--- src/rtl/vga_timing_pkg.sv ---
// rtl/vga_timing_pkg.sv - shared 1024x768 timing constants for the VGA horizontal and vertical stages
package vga_timing_pkg;

    localparam int   H_COUNTER_SIZE_DEF = 11;
    localparam int   V_COUNTER_SIZE_DEF = 10;
    localparam int   H_LAST_DEF         = 1327;
    localparam int   H_VISIBLE_DEF      = 1024;
    localparam int   V_LAST_DEF         = 805;
    localparam int   V_SYNC_LINES_DEF   = 6;
    localparam int   V_ACTIVE_START_DEF = 35;
    localparam int   V_VISIBLE_DEF      = 768;
    localparam logic V_SYNC_ACTIVE_DEF  = 1'b0;

endpackage

--- src/rtl/vga_line_counter.sv ---
// rtl/vga_line_counter.sv - frame line counter with wrap at LAST and a look-ahead next-value output
module vga_line_counter #(
    parameter int WIDTH = 10,
    parameter int LAST  = 805
) (
    input  logic             i_clk,
    input  logic             i_rst_n,
    input  logic             i_advance,
    output logic [WIDTH-1:0] o_count,
    output logic [WIDTH-1:0] o_next,
    output logic             o_wrap
);

    localparam logic [WIDTH-1:0] LP_LAST = WIDTH'(LAST);

    logic [WIDTH-1:0] r_count;
    logic             w_at_last;

    assign w_at_last = (r_count == LP_LAST);
    assign o_wrap    = i_advance && w_at_last;
    assign o_next    = !i_advance ? r_count
                     : (w_at_last ? '0 : r_count + 1'b1);
    assign o_count   = r_count;

    // Resetting to LAST makes the first advance after reset open a fresh frame at line 0.
    always_ff @(posedge i_clk or negedge i_rst_n) begin
        if (!i_rst_n) begin
            r_count <= LP_LAST;
        end else begin
            r_count <= o_next;
        end
    end

endmodule

--- src/rtl/vga_v_timing_generator.sv ---
// rtl/vga_v_timing_generator.sv - vertical VGA timing: line count, v_sync, display enable, frame pulse, error flag
module vga_v_timing_generator
    import vga_timing_pkg::*;
#(
    parameter int   H_COUNTER_SIZE = H_COUNTER_SIZE_DEF,
    parameter int   V_COUNTER_SIZE = V_COUNTER_SIZE_DEF,
    parameter int   H_LAST         = H_LAST_DEF,
    parameter int   H_VISIBLE      = H_VISIBLE_DEF,
    parameter int   V_LAST         = V_LAST_DEF,
    parameter int   V_SYNC_LINES   = V_SYNC_LINES_DEF,
    parameter int   V_ACTIVE_START = V_ACTIVE_START_DEF,
    parameter int   V_VISIBLE      = V_VISIBLE_DEF,
    parameter logic V_SYNC_ACTIVE  = V_SYNC_ACTIVE_DEF
) (
    input  logic                      control_clock,
    input  logic                      reset_n,
    input  logic [H_COUNTER_SIZE-1:0] h_counter,
    output logic                      v_sync,
    output logic [V_COUNTER_SIZE-1:0] v_counter,
    output logic                      video_on,
    output logic                      frame_start,
    output logic                      timing_error
);

    localparam logic [H_COUNTER_SIZE-1:0] LP_H_LAST     = H_COUNTER_SIZE'(H_LAST);
    localparam logic [H_COUNTER_SIZE-1:0] LP_H_VISIBLE  = H_COUNTER_SIZE'(H_VISIBLE);
    localparam logic [V_COUNTER_SIZE-1:0] LP_SYNC_LINES = V_COUNTER_SIZE'(V_SYNC_LINES);
    localparam logic [V_COUNTER_SIZE-1:0] LP_ACT_FIRST  = V_COUNTER_SIZE'(V_ACTIVE_START);
    localparam logic [V_COUNTER_SIZE-1:0] LP_ACT_LAST   = V_COUNTER_SIZE'(V_ACTIVE_START + V_VISIBLE - 1);

    logic                      r_h_last_q;
    logic                      r_v_sync;
    logic                      r_video_on;
    logic                      r_frame_start;
    logic                      r_timing_error;

    logic                      w_at_h_last;
    logic                      w_h_over;
    logic                      w_advance;
    logic                      w_h_visible;
    logic                      w_v_visible;
    logic                      w_wrap;
    logic [V_COUNTER_SIZE-1:0] w_v_count;
    logic [V_COUNTER_SIZE-1:0] w_v_next;

    // A held H_LAST must count as one line end, so only the first cycle at H_LAST advances.
    assign w_at_h_last = (h_counter == LP_H_LAST);
    assign w_h_over    = (h_counter > LP_H_LAST);
    assign w_advance   = w_at_h_last && !r_h_last_q;

    assign w_h_visible = (h_counter < LP_H_VISIBLE);
    assign w_v_visible = (w_v_count >= LP_ACT_FIRST) && (w_v_count <= LP_ACT_LAST);

    vga_line_counter #(
        .WIDTH (V_COUNTER_SIZE),
        .LAST  (V_LAST)
    ) u_line_counter (
        .i_clk     (control_clock),
        .i_rst_n   (reset_n),
        .i_advance (w_advance),
        .o_count   (w_v_count),
        .o_next    (w_v_next),
        .o_wrap    (w_wrap)
    );

    // v_sync is decoded from the upcoming line so it switches on the same edge as v_counter.
    always_ff @(posedge control_clock or negedge reset_n) begin
        if (!reset_n) begin
            r_h_last_q     <= 1'b0;
            r_v_sync       <= ~V_SYNC_ACTIVE;
            r_video_on     <= 1'b0;
            r_frame_start  <= 1'b0;
            r_timing_error <= 1'b0;
        end else begin
            r_h_last_q     <= w_at_h_last;
            r_v_sync       <= (w_v_next < LP_SYNC_LINES) ? V_SYNC_ACTIVE : ~V_SYNC_ACTIVE;
            r_video_on     <= w_h_visible && w_v_visible;
            r_frame_start  <= w_wrap;
            r_timing_error <= r_timing_error | w_h_over;
        end
    end

    assign v_sync       = r_v_sync;
    assign v_counter    = w_v_count;
    assign video_on     = r_video_on;
    assign frame_start  = r_frame_start;
    assign timing_error = r_timing_error;

endmodule

--- config.mk ---
export PLATFORM = sky130hd
export DESIGN_NAME = vga_v_timing_generator
export DESIGN_NICKNAME = d
export VERILOG_FILES = /design/src/rtl/vga_timing_pkg.sv /design/src/rtl/vga_line_counter.sv /design/src/rtl/vga_v_timing_generator.sv
export SDC_FILE = /design/constraint.sdc
export NUM_CORES = 1
export LEC_CHECK = 0
export ABC_AREA = 1
export BUFFER_PORTS_ARGS = -buffer_cell sky130_fd_sc_hd__clkbuf_2
export CAP_MARGIN = 20
export CORE_MARGIN = 2
export CORE_UTILIZATION = 52
export DETAILED_ROUTE_END_ITERATION = 8
export PLACE_DENSITY = 0.78
export SLEW_MARGIN = 20
export SYNTH_ARGS = -nofsm -noshare
export SYNTH_HDL_FRONTEND = slang
export SYNTH_SLANG_ARGS = --single-unit
--- constraint.sdc ---
create_clock -name control_clock -period 4 [get_ports control_clock]
set_input_delay 0.2 -clock control_clock [delete_from_list [all_inputs] [get_ports control_clock]]
set_output_delay 0.2 -clock control_clock [all_outputs]
set_load 0.03 [all_outputs]
==> results.py <==
metrics = {
    "yosys": {
        "synth_area_sq_mm": 0.001127,
        "syn_avg_cell_area_sq_um": 6.671,
        "ys_types": 29,
        "synthArstFlopShare_pct": 100.0,
        "synth_fp_nets": 185,
        "ys_seq_area_share_pct": 33.96,
        "yosys.area.top_type": "dfrtp_1",
        "synth_area_leaders": "dfrtp_1, nand2_1, dfstp_2",
        "synth_top_area_share_pct": 19.98,
        "netlist_instances": 169,
        "ys.flop_type": "dfrtp_1",
        "ys_seq_elements": 15,
        "synth-edff-count": 0,
        "ys_warn_count": 0,
    },
    "clock_network": {
        "cts_tree": "done",
        "cts-buffers-inserted": 3,
        "cts_resized": 0,
        "cts_sinks": 15,
        "htreeDepth": 1,
        "clockRootBuffer": "clkbuf_4",
        "clock_latency_ps": 290,
        "clkTransAtPathRegs_ps": 90,
        "clockBufferDepth": 2,
    },
    "power_and_ir_drop": {
        "intPower_mw": 0.2010,
        "switching_share_pct": 25.13,
        "leakage_nw": 0.7567,
        "seqPwrFrac_pct": 57.2,
        "power_switching_mw": 0.06748,
        "peakVddDrop_mv": 0.1806,
        "p_clk_share_pct": 33.9,
        "power.density_mw_per_mm2": 206.0,
        "pwr-share-comb_pct": 8.9,
    },
    "floorplanning": {
        "die_h_um": 50.56,
        "io_pins": 27,
        "core_sq_mm": 0.002002,
        "dieArea_sq_mm": 0.002556,
        "die_w_um": 50.56,
        "rows": 16,
        "initial_core_util_pct": 56.31,
    },
    "grt": {
        "antenna_found_initial": 0,
        "grt_remaining_overflow": 0,
        "grt_pass1_wl_um": 4222,
        "grt_pass1_vias": 1010,
        "grt.total_usage_pct": 22.03,
        "grt_max_degree": 16,
    },
    "sta": {
        "worst_clock_skew_ps": 2.376,
        "setup-tns-final_ps": 0,
        "min_period_ps": 1791,
        "final_hold_viol_count": 0,
        "whs_ps": 113.7,
        "drv_slew": 0,
        "period_share_pct": 44.78,
        "rsz0062_at_grt": "no",
        "worst_pin_slew_ps": 409.5,
        "fmax_mhz": 558.3,
        "finalSetupViolCount": 0,
        "slew_headroom_pct": 72.31,
    },
    "layout": {
        "fillers": 191,
        "syn_to_final_growth_pct": 15.65,
        "final_cell_mix": "nand2_1, inv_1, clkbuf_2",
        "fin_area_sq_mm": 0.001304,
        "nets": 214,
        "final_common_cell": "nand2_1",
        "n_antenna_cell": 0,
        "fin_util_pct": 65.13,
        "drive_above_1_share_pct": 24.87,
    },
    "worst_setup_path": {
        "timing.rr.end": "v_sync",
        "timing.rr.start": "u_line_counter.o_count[0]",
        "r2r_cells": 10,
        "setup.worst_path.end_class": "flip-flop",
        "crit_type": "reg -> reg",
        "startpoint_type": "flip-flop",
        "path_max_fanout": 7,
        "worstPathArrival_ps": 2020,
        "cp.required_ps": 4230,
        "ff2ff_setup_slack_ps": 2210,
    },
    "run_status": {
        "status": "complete, no violations",
    },
    "route": {
        "finalWirelength_um": 2489,
        "vias": 1109,
        "drtIter0Drc": 30,
        "detail_route.wl_per_cell_um": 11.11,
        "ant_nets": 0,
        "first_pass_iters": 4,
        "vias_per_cell": 4.951,
        "drc": 0,
    },
    "hold_path": {
        "hold_depth": 2,
        "hp-start": "h_counter[10]",
        "hp-class": "in -> reg",
        "min_delay_worst_endpoint": "video_on",
    },
    "placement": {
        "gp_congestion": 0.9519,
        "port-buffer-count": 26,
        "dp_hpwl_um": 1985,
        "dpl_cell_area_sq_mm": 0.001267,
    },
    "job": {
        "drv_cap": 0,
    },
}
==> kinds of logic after synthesis <==
group / share of synthesized area, %
buf+inv: 14.10
fa+ha+maj: 3.330
flops: 33.96
xor+xnor: 1.554
simple gates: 37.96
compound gates: 9.100
==> worst max-delay path, cell delays in order, from the launching register on <==
cell	delay (ps)
dfstp_2	600
ha_1	240
nand2_1	110
nor2_4	150
nand3_1	90
nand3_1	90
nor2_1	50
nor2_1	150
nand2_1	100
nor2_1	110
nand2_1	60
==> sequential cells by signal, indices dropped and copies added (netlist names) <==
name	flops
u_line_counter.o_count	10
frame_start	1
r_h_last_q	1
timing_error	1
v_sync	1
video_on	1
==> routing by layer <==
metal | part of all wire, % | GRT usage (%) | vias to the layer above | wire (um)
met5 | 0 | 0 | - | 0
met4 | 1.8 | 11.26 | 0 | 44
met3 | 6.8 | 2.083 | 5 | 169
met2 | 45 | 35.31 | 45 | 1112
met1 | 47 | 29.55 | 489 | 1163
li1 | - | - | 570 | -
==> cell type report <==
cell class	instances	area [sq um]	share of cell area, %
Multi-Input combinational cell	115	585.6	44.91
Sequential cell	15	382.9	29.37
Timing Repair Buffer	27	140.1	10.75
Inverter	36	135.1	10.36
Tap cell	27	33.78	2.591
Clock buffer	4	26.28	2.015
==> synth_stat cells, types with 2 or more instances <==
cell / instances
a21oi_1: 4
a21oi_2: 2
dfrtp_1: 9
dfstp_2: 6
ha_1: 3
inv_1: 33
inv_2: 2
nand2_1: 50
nand2_2: 3
nand3_1: 12
nor2_1: 20
nor2_2: 2
nor2_4: 3
o21ai_0: 3
o31ai_1: 2
xor2_1: 2
==> power groups by stage <==
stage	logic, mW	registers, mW	clock network [mW]
after floorplan	0.00942	0.158	0
after detailed placement	0.0234	0.156	0
final	0.0240	0.154	0.0910
after global placement	0.0228	0.156	0
after global routing	0.0273	0.154	0.0984
after CTS	0.0243	0.154	0.0914
==> stage by stage <==
stage	std cells	setup WS [ps]	power [mW]
after floorplan	169	2311	0.1673
after global placement	219	2273	0.1790
after detailed placement	219	2224	0.1796
after CTS	224	2210	0.2692
after global routing	224	2045	0.2794
final	224	2209	0.2685
==> what timing repair did <==
action | 4_1_cts | 5_1_grt
hold buffers | 1 | 0
setup buffers | 0 | 0
endpoints found under the hold margin | 9 | 0
==> worst max-delay path by stage <==
stage	from	to
3_3_place_gp	u_line_counter.o_count[0]	v_sync
3_5_place_dp	u_line_counter.o_count[0]	v_sync
2_1_floorplan	u_line_counter.o_count[0]	v_sync
4_1_cts	u_line_counter.o_count[0]	v_sync
5_1_grt	u_line_counter.o_count[0]	v_sync
6_report	u_line_counter.o_count[0]	v_sync
No activity file was read; power rests on OpenSTA's default activity.
